File: config.mk
export PLATFORM = sky130hd
export DESIGN_NAME = pipeline_ctrl_flat
export DESIGN_NICKNAME = d
export VERILOG_FILES = /design/src/rtl/pipeline_ctrl_if.sv /design/src/rtl/pipeline_ctrl.sv /design/src/flat_wrapper.sv
export SDC_FILE = /design/constraint.sdc
export NUM_CORES = 1
export LEC_CHECK = 0
export CAP_MARGIN = 20
export CORE_MARGIN = 2
export CORE_UTILIZATION = 30
export CTS_CLUSTER_SIZE = 10
export DETAILED_ROUTE_END_ITERATION = 6
export PLACE_DENSITY = 0.56
export SKIP_CTS_REPAIR_TIMING = 1
export SYNTH_ARGS = -nofsm -noshare
export SYNTH_HDL_FRONTEND = slang
export SYNTH_SLANG_ARGS = --single-unit
File: constraint.sdc
create_clock -name clk -period 6.4 [get_ports clk]
set_clock_uncertainty 0.15 [all_clocks]
set_input_delay 1.6 -clock clk [delete_from_list [all_inputs] [get_ports clk]]
set_output_delay 1.6 -clock clk [all_outputs]
set_load 0.02 [all_outputs]
File: src/rtl/pipeline_ctrl_if.sv
// pipeline_ctrl_if: stall/flush request and control bundle between the pipeline stages and pipeline_ctrl.
// STALL_PERF_EN adds the stall-cycle performance counter signal.
interface pipeline_ctrl_if #(parameter int PC_W = 32) ();
  logic            stallreq_id_i;
  logic            stallreq_ex_i;
  logic            stallreq_mem_i;
  logic            flush_req_i;
  logic [PC_W-1:0] flush_pc_i;
  logic [5:0]      stall_o;
  logic            flush_o;
  logic [PC_W-1:0] new_pc_o;
  logic            fault_o;
`ifdef STALL_PERF_EN
  logic [31:0]     perf_stall_cnt_o;
  modport master (output stallreq_id_i, stallreq_ex_i, stallreq_mem_i, flush_req_i, flush_pc_i,
                  input stall_o, flush_o, new_pc_o, fault_o, perf_stall_cnt_o);
  modport slave  (input stallreq_id_i, stallreq_ex_i, stallreq_mem_i, flush_req_i, flush_pc_i,
                  output stall_o, flush_o, new_pc_o, fault_o, perf_stall_cnt_o);
`else
  modport master (output stallreq_id_i, stallreq_ex_i, stallreq_mem_i, flush_req_i, flush_pc_i,
                  input stall_o, flush_o, new_pc_o, fault_o);
  modport slave  (input stallreq_id_i, stallreq_ex_i, stallreq_mem_i, flush_req_i, flush_pc_i,
                  output stall_o, flush_o, new_pc_o, fault_o);
`endif
endinterface

File: src/rtl/pipeline_ctrl.sv
// pipeline_ctrl: merges stage stall requests, sequences branch flushes and runs a MEM-stall watchdog.
// STALL_PERF_EN adds a saturating count of stalled cycles.
module pipeline_ctrl #(
  parameter int PC_W           = 32,
  parameter int TIMEOUT_CYCLES = 256
) (
  input logic           clk,
  input logic           rst,
  pipeline_ctrl_if.slave bus
);
  localparam int CW = TIMEOUT_CYCLES > 0 ? $clog2(TIMEOUT_CYCLES + 1) : 1;
  localparam logic [CW-1:0] LAST = CW'(TIMEOUT_CYCLES - 1);
  typedef enum logic [1:0] {RUN, FLUSH, FAULT} state_t;
  state_t          state, state_n;
  logic            pend, pend_n, flush_n, fault_n, accept, timeout;
  logic [PC_W-1:0] pend_pc, pend_pc_n, new_pc_n;
  logic [CW-1:0]   cnt, cnt_n;
  wire mem = bus.stallreq_mem_i;
  assign accept  = state == RUN && (bus.flush_req_i || pend) && !mem;
  assign timeout = TIMEOUT_CYCLES != 0 && state == RUN && mem && cnt == LAST;
  // an accepted flush squashes the younger ID/EX stalls in the same cycle
  assign bus.stall_o = rst             ? 6'b000000 :
                       state == FAULT  ? 6'b111111 :
                       state == FLUSH || accept ? 6'b000000 :
                       mem             ? 6'b011111 :
                       bus.stallreq_ex_i ? 6'b001111 :
                       bus.stallreq_id_i ? 6'b000111 : 6'b000000;
  always_comb begin
    state_n   = state;
    pend_n    = pend;
    pend_pc_n = pend_pc;
    new_pc_n  = bus.new_pc_o;
    flush_n   = 1'b0;
    fault_n   = bus.fault_o;
    cnt_n     = '0;
    if (state == RUN) begin
      cnt_n = (mem && TIMEOUT_CYCLES != 0) ? cnt + 1'b1 : '0;
      if (timeout) begin
        state_n = FAULT;
        fault_n = 1'b1;
        pend_n  = 1'b0;
      end else if (accept) begin
        state_n  = FLUSH;
        flush_n  = 1'b1;
        new_pc_n = pend ? pend_pc : bus.flush_pc_i;
        pend_n   = 1'b0;
      end else if (bus.flush_req_i && !pend) begin
        pend_n    = 1'b1;
        pend_pc_n = bus.flush_pc_i;
      end
    end else begin
      state_n = state == FLUSH ? RUN : FAULT;
    end
  end
  always_ff @(posedge clk) begin
    if (rst) begin
      state        <= RUN;
      pend         <= 1'b0;
      pend_pc      <= '0;
      cnt          <= '0;
      bus.flush_o  <= 1'b0;
      bus.new_pc_o <= '0;
      bus.fault_o  <= 1'b0;
    end else begin
      state        <= state_n;
      pend         <= pend_n;
      pend_pc      <= pend_pc_n;
      cnt          <= cnt_n;
      bus.flush_o  <= flush_n;
      bus.new_pc_o <= new_pc_n;
      bus.fault_o  <= fault_n;
    end
  end
`ifdef STALL_PERF_EN
  always_ff @(posedge clk) begin
    if (rst) bus.perf_stall_cnt_o <= '0;
    else if (|bus.stall_o && bus.perf_stall_cnt_o != 32'hFFFF_FFFF) bus.perf_stall_cnt_o <= bus.perf_stall_cnt_o + 1'b1;
  end
`endif
endmodule

File: src/flat_wrapper.sv
// flat-port wrapper written by rule: the top's interface ports become plain ports
module pipeline_ctrl_flat 
#(
  parameter int PC_W           = 32,
  parameter int TIMEOUT_CYCLES = 256
)
  (clk, rst, bus_stallreq_id_i, bus_stallreq_ex_i, bus_stallreq_mem_i, bus_flush_req_i, bus_flush_pc_i, bus_stall_o, bus_flush_o, bus_new_pc_o, bus_fault_o);
  pipeline_ctrl_if #(.PC_W(PC_W)) bus_i ();
  input logic clk;
  input logic rst;
  input wire logic [$bits(bus_i.stallreq_id_i)-1:0] bus_stallreq_id_i;
  input wire logic [$bits(bus_i.stallreq_ex_i)-1:0] bus_stallreq_ex_i;
  input wire logic [$bits(bus_i.stallreq_mem_i)-1:0] bus_stallreq_mem_i;
  input wire logic [$bits(bus_i.flush_req_i)-1:0] bus_flush_req_i;
  input wire logic [$bits(bus_i.flush_pc_i)-1:0] bus_flush_pc_i;
  output wire logic [$bits(bus_i.stall_o)-1:0] bus_stall_o;
  output wire logic [$bits(bus_i.flush_o)-1:0] bus_flush_o;
  output wire logic [$bits(bus_i.new_pc_o)-1:0] bus_new_pc_o;
  output wire logic [$bits(bus_i.fault_o)-1:0] bus_fault_o;
  assign bus_i.stallreq_id_i = bus_stallreq_id_i;
  assign bus_i.stallreq_ex_i = bus_stallreq_ex_i;
  assign bus_i.stallreq_mem_i = bus_stallreq_mem_i;
  assign bus_i.flush_req_i = bus_flush_req_i;
  assign bus_i.flush_pc_i = bus_flush_pc_i;
  assign bus_stall_o = bus_i.stall_o;
  assign bus_flush_o = bus_i.flush_o;
  assign bus_new_pc_o = bus_i.new_pc_o;
  assign bus_fault_o = bus_i.fault_o;
  pipeline_ctrl #(.PC_W(PC_W), .TIMEOUT_CYCLES(TIMEOUT_CYCLES)) u_core (.clk(clk), .rst(rst), .bus(bus_i));
endmodule
## Yosys cells after proc, flatten, opt, wreduce, memory -nomap -nowiden

Index checks and enable logic that the tools add are counted.

- Flip-flop bits (word level): 78
- Output and inout bits: 40

- Add/subtract/negate cells: 1
- Equality and inequality tests: 4
- Muxes and demuxes: 15
- Bitwise operators: 4
- Reduce and logical (&&, ||, !) cells: 17

Operator list:

| operator | number |
|---|---|
| two-way mux 32 bit | 1 |
| two-way mux 6 bit | 5 |
| adder 9 x 1 -> 9 bit (second input constant) | 1 |
| equality test 9 x 8 -> 1 bit (second input constant) | 1 |
| two-way mux 2 bit | 4 |
| OR reduction 3 bit | 2 |
| logical AND 1 bit | 5 |
| two-way mux 1 bit | 4 |
| NOT 1 bit | 4 |
| AND reduction 2 bit | 2 |
| AND reduction 4 bit | 1 |
| two-way mux 3 bit | 1 |
| inequality test 3 x 1 -> 1 bit (second input constant) | 1 |
| AND reduction 3 bit | 1 |
| nonzero test 3 bit | 1 |
| equality test 2 x 1 -> 1 bit (second input constant) | 1 |
| equality test 2 bit (second input constant) | 1 |
| logical NOT 1 bit | 2 |
| logical NOT 2 bit | 1 |
| logical OR 1 bit | 2 |

## Longest topological paths before layout

- Depth after elaboration: 7
- Mapped depth: 8

## Least setup slack after synthesis

OpenSTA, ideal clock, no wires.

- Path kind: input port to output port
- Start point: input port bus_flush_req_i
- End point: output port bus_stall_o[1]
- Required time: 4.650 ns
- Stages: 6
- Arrival time: 3.434 ns
- Slack: 1.216 ns
- Path through: o21ba_2 > clkbuf_1 > and2_1 > clkbuf_1 > o41ai_1 > buf_4

- Word-level cells in the longest chain between the ends: 7

Ends and longest elaborated chain:

| item | line | text |
|---|---|---|
| from (decl) | flat_wrapper.sv:14 | `input wire logic [$bits(bus_i.flush_req_i)-1:0] bus_flush_req_i;` |
| logical OR 1 bit | pipeline_ctrl.sv:19 | `assign accept = state == RUN && (bus.flush_req_i \|\| pend) && !mem;` |
| logical AND 1 bit (2 in series) | pipeline_ctrl.sv:19 |  |
| logical OR 1 bit | pipeline_ctrl.sv:24 | `state == FLUSH \|\| accept ? 6'b000000 :` |
| two-way mux 6 bit | pipeline_ctrl.sv:24 |  |
| two-way mux 6 bit | pipeline_ctrl.sv:23 | `state == FAULT ? 6'b111111 :` |
| two-way mux 6 bit | pipeline_ctrl.sv:22 | `assign bus.stall_o = rst ? 6'b000000 :` |
| to (decl) | flat_wrapper.sv:16 | `output wire logic [$bits(bus_i.stall_o)-1:0] bus_stall_o;` |

No other way between the ends.

## Final worst setup path

- Start point: input port bus_stallreq_mem_i
- End point: output port bus_stall_o[3]

- Word-level cells in the longest chain between the ends: 6

Ends and longest elaborated chain:

| item | line | text |
|---|---|---|
| from (decl) | flat_wrapper.sv:13 | `input wire logic [$bits(bus_i.stallreq_mem_i)-1:0] bus_stallreq_mem_i;` |
| logical NOT 1 bit | pipeline_ctrl.sv:19 |  |
| logical AND 1 bit | pipeline_ctrl.sv:19 |  |
| logical OR 1 bit | pipeline_ctrl.sv:24 |  |
| two-way mux 6 bit * | pipeline_ctrl.sv:24 |  |
| two-way mux 6 bit * | pipeline_ctrl.sv:23 |  |
| two-way mux 6 bit * | pipeline_ctrl.sv:22 |  |

Every way passes the cells marked *; elsewhere a longest branch is shown, timed or not.

==> flow_metrics.py <==
metrics = {
    "clock_network": {
        "clock_path_buffers": 2,
        "cts_inserted_buffers": 9,
        "h-tree-depth": 3,
        "cts_root_buf": "clkbuf_16",
        "clock-sinks": 78,
        "clk_latency_ns": 0.33,
        "clk_pin_slew_ns": 0.05,
        "cts_tree": "yes",
    },
    "routing": {
        "drc": 0,
        "drt-vias-per-instance": 4.756,
        "ant_nets": 0,
        "wl_per_cell_microns": 14.61,
        "routed_wirelength_microns": 8326,
        "num_vias": 2711,
        "drt-pass1-iter-count": 4,
        "drtIter0Drc": 91,
    },
    "cells_and_area": {
        "stdcell_count": 570,
        "regArea_sq_um": 1563,
        "fin_util": 0.4038,
        "syn_to_final_growth_pct": 31.15,
        "multi_input_area_sq_um": 1803,
        "drive_above_1_share": 0.06323,
        "antenna_cells": 0,
        "fill_cells": 1139,
        "nets": 462,
    },
    "sta": {
        "fin_ws_ns": 0.7782,
        "tns_ns": 0,
        "finalHoldViolations": 0,
        "worst_pin_slew_ns": 0.9083,
        "max_freq_mhz": 177.9,
        "max_slew_margin": 0.3930,
        "slew_viol_final": 0,
        "period_needed_ns": 5.622,
        "finalSetupViolations": 0,
        "grt_setup_unrepaired": "no",
        "finalCritPeriodShare": 0.8784,
        "holdWs_ns": 0.3126,
    },
    "synthesis": {
        "syn_nets": 404,
        "synth_top_area_share": 0.4422,
        "synth_top_area_cell": "dfxtp_1",
        "async_reset_ff_frac": 0,
        "ys.flop_type": "dfxtp_1",
        "synthTopCellsByArea": "dfxtp_1 (44%), mux2i_1 (18%), nand2b_1 (12%), a211oi_1 (7.0%), a21oi_1 (5.1%)",
        "ys_ff_latch": 78,
        "synth_cell_type_count": 31,
        "synth_warnings": 0,
        "synth_enable_flop_cells": 0,
        "avgSynthCellArea_sq_um": 9.700,
        "syn_area_sq_um": 3531,
        "postSynthCellCount": 364,
        "seq_area_frac_synth": 0.4422,
    },
    "setup_path": {
        "worst_setup_path_end_kind": "output port",
        "r2r_end": "u_core.pend_pc[16]",
        "critPathArrivalTime_ns": 3.87,
        "path_delay_family": "buffers and inverters",
        "start_kind": "input port",
        "reg2reg_slack_ns": 4.03,
        "critPathBufInv": 4,
        "required_ns": 4.65,
        "path_class": "in -> out",
        "crit_start": "bus_stallreq_mem_i",
        "cp_cell_sequence": "clkdlybuf4s50_1 > buf_4 > o21ba_2 > and2_1 > buf_4 > o41ai_1 > clkdlybuf4s50_1",
        "timing.rr.start": "u_core.cnt[0]",
        "cp_max_fo": 33,
        "max_stage_delay_ns": 0.67,
        "reg2regPathDepth": 8,
        "cpMaxStageDelayCell": "clkdlybuf4s50_1",
    },
    "power_and_ir_drop": {
        "combPwrFrac": 0.164,
        "pwr-share-seq": 0.446,
        "p_switching_w": 0.0003156,
        "internal_power_w": 0.0008733,
        "power_leakage_nw": 1.577,
        "ir_drop_uv": 111.8,
        "switching_share": 0.2655,
        "powerDensity_nw_per_um2": 256.7,
        "p_clk_frac": 0.390,
    },
    "die": {
        "die_h_microns": 112.5,
        "ios": 78,
        "start_util": 0.3079,
        "core-area_sq_um": 11470,
        "die_x_microns": 112.5,
        "num_rows": 39,
        "dieArea_sq_um": 12650,
    },
    "worst_hold_path": {
        "min_to": "u_core.cnt[0]",
        "hold_depth": 1,
        "min_path_type": "reg -> reg",
        "holdCritStartpoint": "u_core.cnt[0]",
    },
    "grt": {
        "grt_pass1_vias": 2712,
        "track_usage": 0.1341,
        "grt_max_degree": 104,
        "antenna_found_initial": 0,
        "gr-total-overflow": 0,
        "grt_pass1_wl_microns": 13710,
    },
    "placement": {
        "dp_hpwl_microns": 5093,
        "io_buffers": 77,
        "place_ws_ns": 0.7867,
        "dp_cells": 554,
        "routabilityCongestion": 0.6900,
    },
    "status": {
        "status": "finished clean",
    },
    "flow_run": {
        "drv_cap": 0,
    },
}
area by class of cell:
| cell class | instances | share of cell area |
|---|---|---|
| clock buffers | 10 | 0.04945 |
| repair buffers | 83 | 0.1751 |
| multi-input cells | 248 | 0.3894 |
| inverters | 2 | 0.001621 |
| flip-flops and latches | 78 | 0.3375 |
| clock inverters | 6 | 0.008376 |
| well taps | 143 | 0.03864 |
stage by stage:
stage	instance area (sq um)	total power, W
after floorplan	3531	0.0006555
after global placement	4363	0.0007354
after detailed placement	4363	0.0007389
after CTS	4631	0.001209
after global routing	4631	0.001247
final	4631	0.001189
per-layer routing:
layer	vias to the layer above	track usage	routed length, microns
met5	-	0	0
met4	0	0.04878	140
met3	10	0.03294	340
met2	57	0.2108	3838
met1	1251	0.1791	4008
li1	1393	-	-
state kept, by name, indices dropped and copies added, names as in the netlist:
register             flops
u_core.bus.fault_o       1
u_core.pend_pc          32
u_core.pend              1
u_core.bus.flush_o       1
u_core.state             2
u_core.bus.new_pc_o     32
u_core.cnt               9
how the worst max path moves through the flow:
stage / to / slack (ns) / cells past startpoint
final: bus_stall_o[3] / 0.78 / 7
after global routing: bus_stall_o[3] / 0.60 / 7
after CTS: bus_stall_o[3] / 0.76 / 7
after detailed placement: bus_stall_o[3] / 0.79 / 7
after global placement: bus_stall_o[3] / 0.81 / 7
after floorplan: bus_stall_o[1] / 1.22 / 6
kinds of logic (layout without fill, tap and decap cells):
group                      Yosys count  in the layout  synth area share
muxes                               64             64            0.1814
adders and majority gates            2              2          0.007086
and+or+nand+nor                     98             98            0.1655
DFF                                 78             78            0.4422
AOI/OAI and AO/OA                   81             81            0.1446
buffers and inverters               38            101           0.05174
xor gates and xnor gates             3              3          0.007443
power by group through the flow:
| stage | Clock, W | Sequential, W | Combinational, W |
|---|---|---|---|
| 2_1_floorplan | 0 | 0.000557 | 0.0000981 |
| 3_3_place_gp | 0 | 0.000540 | 0.000195 |
| 3_5_place_dp | 0 | 0.000541 | 0.000198 |
| 4_1_cts | 0.000480 | 0.000531 | 0.000198 |
| 5_1_grt | 0.000501 | 0.000534 | 0.000212 |
| 6_report | 0.000464 | 0.000530 | 0.000195 |
cell usage after synthesis, drive strengths merged (2+ instances only):
cell type  count
a21o           2
o41ai          2
ha             2
mux2i         64
buf           15
nor3           4
a21oi         36
nand3          3
dfxtp         78
o21ai          4
a211oi        33
nor2          10
nand2          5
or3            2
inv            2
a31oi          2
xor2           2
clkbuf        21
and2           2
nand2b        67
cells in the final DEF (no fill, tap or decap), drive strengths merged:
| cell | instances |
|---|---|
| a211oi | 33 |
| a21o | 2 |
| a21oi | 36 |
| a31oi | 2 |
| and2 | 2 |
| buf | 7 |
| clkbuf | 10 |
| clkdlybuf4s50 | 76 |
| clkinv | 4 |
| clkinvlp | 2 |
| dfxtp | 78 |
| ha | 2 |
| inv | 2 |
| mux2i | 64 |
| nand2 | 5 |
| nand2b | 67 |
| nand3 | 3 |
| nand4 | 1 |
| nor2 | 10 |
| nor3 | 4 |
| nor4 | 1 |
| nor4b | 1 |
| o211ai | 1 |
| o21ai | 4 |
| o21ba | 1 |
| o41ai | 2 |
| or3 | 2 |
| or4 | 1 |
| or4b | 1 |
| xnor2 | 1 |
| xor2 | 2 |
(Power assumes the default switching activity.)
